--- src/rtl/sd_frame_deserializer_pkg.sv ---
// ----------------------------------------------------------------------------
// sd_frame_deserializer_pkg
//   Shared definitions for the SD host frame deserializer:
//   - FSM state encoding (2 bits)
//   - default geometry parameters (MAX_BITS / LANES / LEN_W)
//   - standard SD frame-length constants
// ----------------------------------------------------------------------------
package sd_frame_deserializer_pkg;

    typedef enum logic [1:0] {
        ST_IDLE       = 2'd0,
        ST_WAIT_START = 2'd1,
        ST_SHIFT      = 2'd2,
        ST_DONE       = 2'd3
    } deser_state_t;

    localparam int DEF_MAX_BITS = 136;
    localparam int DEF_LANES    = 4;
    localparam int DEF_LEN_W    = 8;

    // SD frame lengths: 48-bit command/short response, 136-bit R2 response,
    // and beats for one 512-byte data block on 1 lane and on 4 lanes.
    localparam int CMD_FRAME_BITS     = 48;
    localparam int R2_FRAME_BITS      = 136;
    localparam int BLOCK_BEATS_1_LANE = 512 * 8;
    localparam int BLOCK_BEATS_4_LANE = 512 * 8 / 4;

endpackage

--- src/rtl/sd_frame_deserializer_beat_counter.sv ---
// ----------------------------------------------------------------------------
// deser_beat_counter
//   Counts captured beats and flags the terminal beat of a frame.
//   Ports:
//     clk, reset  rising-edge clock, synchronous active-high reset
//     load        clear the count and latch limit (frame length in beats)
//     limit       frame length in beats, sampled only on load
//     inc         one beat is being captured this edge
//     last_beat   the beat being captured now is the final one of the frame
// ----------------------------------------------------------------------------
module deser_beat_counter #(
    parameter int LEN_W = 8
) (
    input  logic             clk,
    input  logic             reset,
    input  logic             load,
    input  logic [LEN_W-1:0] limit,
    input  logic             inc,
    output logic             last_beat
);

    logic [LEN_W-1:0] count_q;
    logic [LEN_W-1:0] limit_q;
    logic [LEN_W-1:0] count_inc;

    // count_q < limit_q whenever a beat is taken, so the increment cannot wrap.
    assign count_inc = count_q + 1'b1;
    assign last_beat = (count_inc == limit_q);

    // NOTE: state registers use non-blocking assignments so every flop samples
    // pre-edge values regardless of process evaluation order.
    always_ff @(posedge clk) begin
        if (reset) begin
            count_q <= '0;
            limit_q <= '0;
        end else if (load) begin
            count_q <= '0;
            limit_q <= limit;
        end else if (inc) begin
            count_q <= count_inc;
        end
    end

endmodule

--- src/rtl/sd_frame_deserializer.sv ---
// ----------------------------------------------------------------------------
// sd_frame_deserializer
//   Serial-to-parallel capture for SD CMD/DAT paths. Shifts in 1 lane or LANES
//   lanes per beat, MSB first, optionally after a start bit, for framesize
//   beats; then holds the frame with complete high until enable drops.
//   Ports:
//     clk, reset   rising-edge clock, synchronous active-high reset
//     enable       run/pause; deassert in DONE to release the frame
//     lane_mode    0 = in[0] only, 1 = LANES lanes per beat (sampled in IDLE)
//     wait_start   1 = hunt for in[0]==0 before capture (sampled in IDLE)
//     framesize    beats per frame (sampled in IDLE)
//     in           serial lanes; in[0] is CMD/DAT0, in[LANES-1] is the MSB
//     out          captured frame, right-aligned
//     busy         registered, high in WAIT_START or SHIFT
//     complete     registered, high in DONE
// ----------------------------------------------------------------------------
module sd_frame_deserializer
    import sd_frame_deserializer_pkg::*;
#(
    parameter int MAX_BITS = DEF_MAX_BITS,
    parameter int LANES    = DEF_LANES,
    parameter int LEN_W    = DEF_LEN_W
) (
    input  logic                clk,
    input  logic                reset,
    input  logic                enable,
    input  logic                lane_mode,
    input  logic                wait_start,
    input  logic [LEN_W-1:0]    framesize,
    input  logic [LANES-1:0]    in,
    output logic [MAX_BITS-1:0] out,
    output logic                busy,
    output logic                complete
);

    deser_state_t        state_q, state_d;
    logic [MAX_BITS-1:0] out_q, out_d;
    logic                wide_q, wide_d;
    logic                cnt_load, cnt_inc, cnt_last;

    deser_beat_counter #(.LEN_W(LEN_W)) u_beat_counter (
        .clk       (clk),
        .reset     (reset),
        .load      (cnt_load),
        .limit     (framesize),
        .inc       (cnt_inc),
        .last_beat (cnt_last)
    );

    // NOTE: every signal driven here gets a default first, so no path through
    // the case can leave one unassigned and infer a latch.
    always_comb begin
        state_d  = state_q;
        out_d    = out_q;
        wide_d   = wide_q;
        cnt_load = 1'b0;
        cnt_inc  = 1'b0;
        unique case (state_q)
            ST_IDLE: begin
                if (enable) begin
                    out_d    = '0;
                    wide_d   = lane_mode;
                    cnt_load = 1'b1;
                    if (framesize == '0)
                        state_d = ST_DONE;
                    else if (wait_start)
                        state_d = ST_WAIT_START;
                    else
                        state_d = ST_SHIFT;
                end
            end
            ST_WAIT_START: begin
                // The start bit only triggers capture; it is never shifted in.
                if (enable && !in[0])
                    state_d = ST_SHIFT;
            end
            ST_SHIFT: begin
                if (enable) begin
                    cnt_inc = 1'b1;
                    if (wide_q)
                        out_d = {out_q[MAX_BITS-LANES-1:0], in};
                    else
                        out_d = {out_q[MAX_BITS-2:0], in[0]};
                    if (cnt_last)
                        state_d = ST_DONE;
                end
            end
            ST_DONE: begin
                if (!enable)
                    state_d = ST_IDLE;
            end
            default: state_d = ST_IDLE;
        endcase
    end

    // busy/complete are decoded from the next state and registered so they
    // change exactly with the state register and never glitch.
    // NOTE: out_q is a datapath register that must read 0 after reset, so it
    // is reset along with the control state.
    always_ff @(posedge clk) begin
        if (reset) begin
            state_q  <= ST_IDLE;
            out_q    <= '0;
            wide_q   <= 1'b0;
            busy     <= 1'b0;
            complete <= 1'b0;
        end else begin
            state_q  <= state_d;
            out_q    <= out_d;
            wide_q   <= wide_d;
            busy     <= (state_d == ST_WAIT_START) || (state_d == ST_SHIFT);
            complete <= (state_d == ST_DONE);
        end
    end

    assign out = out_q;

endmodule

--- config.mk ---
export PLATFORM = sky130hd
export DESIGN_NAME = sd_frame_deserializer
export DESIGN_NICKNAME = d
export VERILOG_FILES = /design/src/rtl/sd_frame_deserializer_pkg.sv /design/src/rtl/sd_frame_deserializer_beat_counter.sv /design/src/rtl/sd_frame_deserializer.sv
export SDC_FILE = /design/constraint.sdc
export NUM_CORES = 1
export LEC_CHECK = 0
export CAP_MARGIN = 40
export CORE_MARGIN = 2
export CORE_UTILIZATION = 43
export CTS_CLUSTER_DIAMETER = 40
export DETAILED_ROUTE_END_ITERATION = 6
export PLACE_DENSITY_LB_ADDON = 0.25
export SYNTH_ARGS = -nofsm -noshare
export SYNTH_HDL_FRONTEND = slang
export SYNTH_SLANG_ARGS = --single-unit
--- constraint.sdc ---
create_clock -name clk -period 2.2 [get_ports clk]
set_input_delay 0.33 -clock clk [delete_from_list [all_inputs] [get_ports clk]]
set_output_delay 0.33 -clock clk [all_outputs]
set_load 0.03 [all_outputs]
Yosys cells after proc, flatten, opt, wreduce, memory -nomap -nowiden
Index checks and enable logic that the tools add are counted.

Add/subtract/negate cells: 1. Eq/ne operators: 9. Multiplexer cells: 15. Reduce and logical (&&, ||, !) cells: 9.

Operators by type and width (count): 136-bit 2-to-1 mux (3); 136-bit one-hot mux with 2 select lines (1); 2-bit 2-to-1 mux (7); 8-bit by 1-bit adder with 8-bit output, second input constant (1); 2-bit equality test, second input constant (4); 8-bit equality test (1); 8-bit logical NOT (1); 2-bit one-hot mux with 4 select lines (1); 2-bit by 1-bit equality test with 1-bit output, second input constant (2); 2-bit inequality test, second input constant (2); 1-bit 2-to-1 mux (3); 3-bit AND reduction (1); 2-bit logical NOT (1); 2-bit AND reduction (1); 2-bit nonzero test (1); 2-bit OR reduction (1); 1-bit logical AND (1); 1-bit logical NOT (1); 1-bit logical OR (1).

Bits in registers: 157. Bits of input ports: 17. Output and inout port bits: 138. Word-level logic and storage cells: 41.

Longest topological paths before layout
Depth after elaboration: 7. Depth in mapped cells: 9. Gate-level depth less buffers: 8.

Hierarchy
A second synthesis with hierarchy kept.

Cell total of the unflattened synthesis: 730. Area, all modules: 7548.5 µm².

Modules (own cells, without submodules): sd_frame_deserializer (instances 1, cells an instance 637, area each 6693.9 µm², seq. area each 2822.7 µm²); deser_beat_counter (instances 1, cells an instance 93, area each 854.6 µm², seq. area each 320.3 µm²).

Worst setup path before layout
No wires, ideal clock.

Path kind: reg2reg. Start: reg u_beat_counter.count_q[0]. End: reg busy. Setup time: 0.129 ns. Data arrival time: 1.902 ns. Data required time: 2.071 ns. Setup slack: 0.170 ns. Cell stages (with the launch flop): 10. Buffers on the path: 1. Period minus slack after synthesis: 2.030 ns. Cell sequence: dfxtp_1 > ha_1 > clkbuf_1 > nand2_1 > or2_2 > xnor2_1 > o211ai_1 > o21ai_0 > ha_1 > nor2b_1.

Word-level cells in the longest chain between the ends: 7. Elaborated cells between the ends (all ways): 8. Those cells by class: add/sub: 1; eq/ne: 3; mux: 3; reduce/logical: 1.

Ends and longest elaborated chain: start: declaration (line sd_frame_deserializer_beat_counter.sv:22) `logic [LEN_W-1:0] count_q;`; start signal: assignment (line sd_frame_deserializer_beat_counter.sv:40) `count_q <= count_inc;`; 8-bit by 1-bit adder with 8-bit output * (line sd_frame_deserializer_beat_counter.sv:27) `assign count_inc = count_q + 1'b1;`; 8-bit equality test * (line sd_frame_deserializer_beat_counter.sv:28) `assign last_beat = (count_inc == limit_q);`; 2-bit 2-to-1 mux * (line sd_frame_deserializer.sv:84) `if (cnt_last)`; 2-bit 2-to-1 mux * (line sd_frame_deserializer.sv:78) `if (enable) begin`; 2-bit one-hot mux with 4 select lines * (line sd_frame_deserializer.sv:58) `unique case (state_q)`; 2-bit by 1-bit equality test with 1-bit output or 2-bit equality test (tied branches) (line sd_frame_deserializer.sv:111) `busy <= (state_d == ST_WAIT_START) || (state_d == ST_SHIFT);`; 1-bit logical OR * (line sd_frame_deserializer.sv:111); end signal: assignment (line sd_frame_deserializer.sv:111); end: declaration (line sd_frame_deserializer.sv:32) `output logic busy,`.

Mark *: on every way between the ends. The rest lies on a longest branch, timed or not. A chain may end at the register's enable or synchronous reset.

Worst setup path in the final report
Start: reg u_beat_counter.count_q[1]. End: reg busy.

The elaborated chain is that of the path after synthesis.

==> out/metrics.csv <==
metric,value,unit
status,completed,
sequential area share after synthesis,43.8,%
Clock H-tree levels,4,
clk_lat worst skew,420,ps
RSZ-0062 raised after global routing,false,
Final Wtd Congestion,0.827,
Synth area leader,dfxtp_1,
"FF+latch count, synth",157,
Antenna Nets Post-Route,0,
initial antenna violation count,0,
GRT Total Usage,20.8,%
FF+latch area,3150,sq um
share of post-route cells with drive strength above 1,6.23,%
switch share,23.9,%
ys async rst share,0,%
"Clk pin slew, worst setup/hold paths",60,ps
syn avg cell area,8.07,sq um
FILL cells,1514,
Max Clock Skew,10.7,ps
Antenna diodes,0,
Inserted Clock Buffers,17,
grt ovf,0,
number of global-route vias before repair,5953,
Final Net Count,1035,
Logic pwr share,8.6,%
post-synth top area share,43.8,%
Via Count,6475,
Worst Setup End Kind,flop,
first-pass GRT wire length,30400,microns
Pwr Density,661,nW/um^2
Slowest cell on crit path,or3_4,
Startpoint Class,flop,
dominant synthesized flop cell,dfxtp_1,
CP max stage delay,390,ps
IR Drop Worst-Case VDD,0.518,mV
clock power share,45.9,%
Mapped Nets,909,
Worst-Margin Slew,672,ps
most frequent cell after synthesis,nor2_1,
DR WL/cell,14.7,microns
"Setup violations, final",0,
power share of the sequential group,45.5,%
Post-Syn Area,7180,sq um
core region area,16500,sq um
switching power,1.52,mW
# rows,47,
CP Data Required Time,2490,ps
drt drc,0,
Setup CP Type,reg2reg,
CTS tree,done,
Final Slew Violations,0,
Post-CTS Setup Inserts,0,
Multi-input gate area,3770,sq um
synth cell count leaders,"281 x nor2_1, 157 x dfxtp_1, 154 x a21oi_1",
crit share post-route,94.6,%
slew margin rel.,55.2,%
largest net degree at the start of global routing,151,
"Distinct cells, synth",30,
gate count after technology mapping,890,
crit-path cells,buf_4 -> nand2_1 -> or3_4 -> o32ai_2 -> o21ai_1 -> o21ai_1 -> buf_4 -> ha_1 -> nor2b_1,
MaxCap Viol Count,0,
Area after DPL,8980,sq um
"wirelength, routed",18300,microns
post-layout min period,2080,ps
worst-path fanout max,3,
via/cell ratio,5.19,
cell-internal power,4.82,mW
Starting Density,43.6,%
clock sinks,157,
synth-to-layout area growth,33.5,%
critical path arrival,2370,ps
final instance area,9590,sq um
die width,133,microns
worst min-delay path category,in2reg,
Post-synth EDFFs,0,
Max Clock Freq,0.481,GHz
# IOs,155,
CTS Buffer Depth,2,
Hold Slack,311,ps
DP HPWL,11300,microns
leak pwr,3.15,nW
number of DRC markers in iteration 0,424,
die area,17700,sq um
IO buf count,154,
Yosys warnings,0,
die height,133,microns
drt pass-1 iters,4,
Root Driver,clkbuf_16,
Final Hold Fails,0,
Area contributors post-synth,"dfxtp_1 44%, mux2i_1 19%, nor2_1 15%",
[through the flow]
stage	cells	utilization, %	setup WS [ps]	power (mW)	TNS (ps)
after CTS	1248	58.1	22.7	6.40	0
final	1248	58.2	119	6.34	0
after global routing	1248	58.2	4.78	6.56	0
after floorplan	890	-	170	3.33	0
after global placement	1217	54.6	-138	3.49	-7550
after detailed placement	1217	54.6	-189	3.49	-8640
[area by class of cell]
class                      count  share of cell area (%)
clock buffer                  22                    4.95
clock inverter                 9                    1.14
inverter                       2                  0.0783
multi-input combinational    661                    39.4
sequential                   157                    32.8
tap                          220                    2.87
timing repair buffer         177                    18.8
[cell families (layout without fill, tap and decap cells)]
kind of cell / Yosys count / count (layout) / synth area share, %
multiplexers: 138 / 138 / 19.2
AND/OR/NAND/NOR: 335 / 335 / 18.5
AO/OA/AOI/OAI: 176 / 176 / 12.8
adder cells (fa/ha/maj): 2 / 2 / 0.349
flip-flops: 157 / 157 / 43.8
XOR/XNOR: 10 / 10 / 1.22
buffers and inverters: 72 / 210 / 4.13
[routing by layer]
| metal | track usage, % | vias to the layer above | share of wire, % |
|---|---|---|---|
| li1 | - | 3254 | - |
| met3 | 5.59 | 22 | 5.1 |
| met5 | 0 | - | 0 |
| met2 | 31.4 | 155 | 45 |
| met1 | 28.5 | 3044 | 48 |
| met4 | 7.68 | 0 | 1.8 |
[power by group through the flow]
stage | clock network (mW) | registers, mW | logic (mW)
2_1_floorplan | 0 | 2.95 | 0.378
3_3_place_gp | 0 | 2.95 | 0.540
3_5_place_dp | 0 | 2.95 | 0.539
4_1_cts | 2.97 | 2.89 | 0.541
5_1_grt | 3.09 | 2.89 | 0.585
6_report | 2.91 | 2.89 | 0.542
[flip-flops by register name, indices dropped and copies added, names as in the netlist]
register                count
u_beat_counter.limit_q      8
busy                        1
u_beat_counter.count_q      8
out                       136
state_q                     2
wide_q                      1
complete                    1
[worst max-delay path: cells and delay by family, from the launching register on]
family,cells,cell delay [ps]
AND/OR/NAND/NOR,3,600
AO/OA/AOI/OAI,3,510
flip-flops,1,380
buffers and inverters,2,270
adder cells (fa/ha/maj),1,210
[final timing paths]
check	startpoint	to	slack [ps]	cells after the start
worst max-delay path	u_beat_counter.count_q[1]$_SDFFE_PP0P_	busy$_SDFF_PP0_	120	9
worst min-delay path	reset	state_q[0]$_SDFF_PP0_	310	2
worst max register to register	u_beat_counter.count_q[1]$_SDFFE_PP0P_	busy$_SDFF_PP0_	120	9
worst min register to register	out[135]$_SDFFE_PP0P_	out[135]$_SDFFE_PP0P_	490	2
[cells in the final DEF, fill, tap and decap left out, types with 4 or more instances in the layout]
master / instances
dfxtp_1: 155
nor2b_1: 4
xnor2_1: 7
mux2i_1: 138
nand2b_1: 5
clkbuf_16: 17
a21oi_1: 154
nor2_1: 281
o21ai_0: 12
buf_4: 17
nand3_1: 4
nand2_1: 25
buf_12: 7
clkdlybuf4s50_1: 153
[timing repair]
item,in CTS,in global routing
endpoints found under the setup margin,0,1
gates resized for setup,0,6
hold buffers,0,0
(Power assumes the default switching activity.)
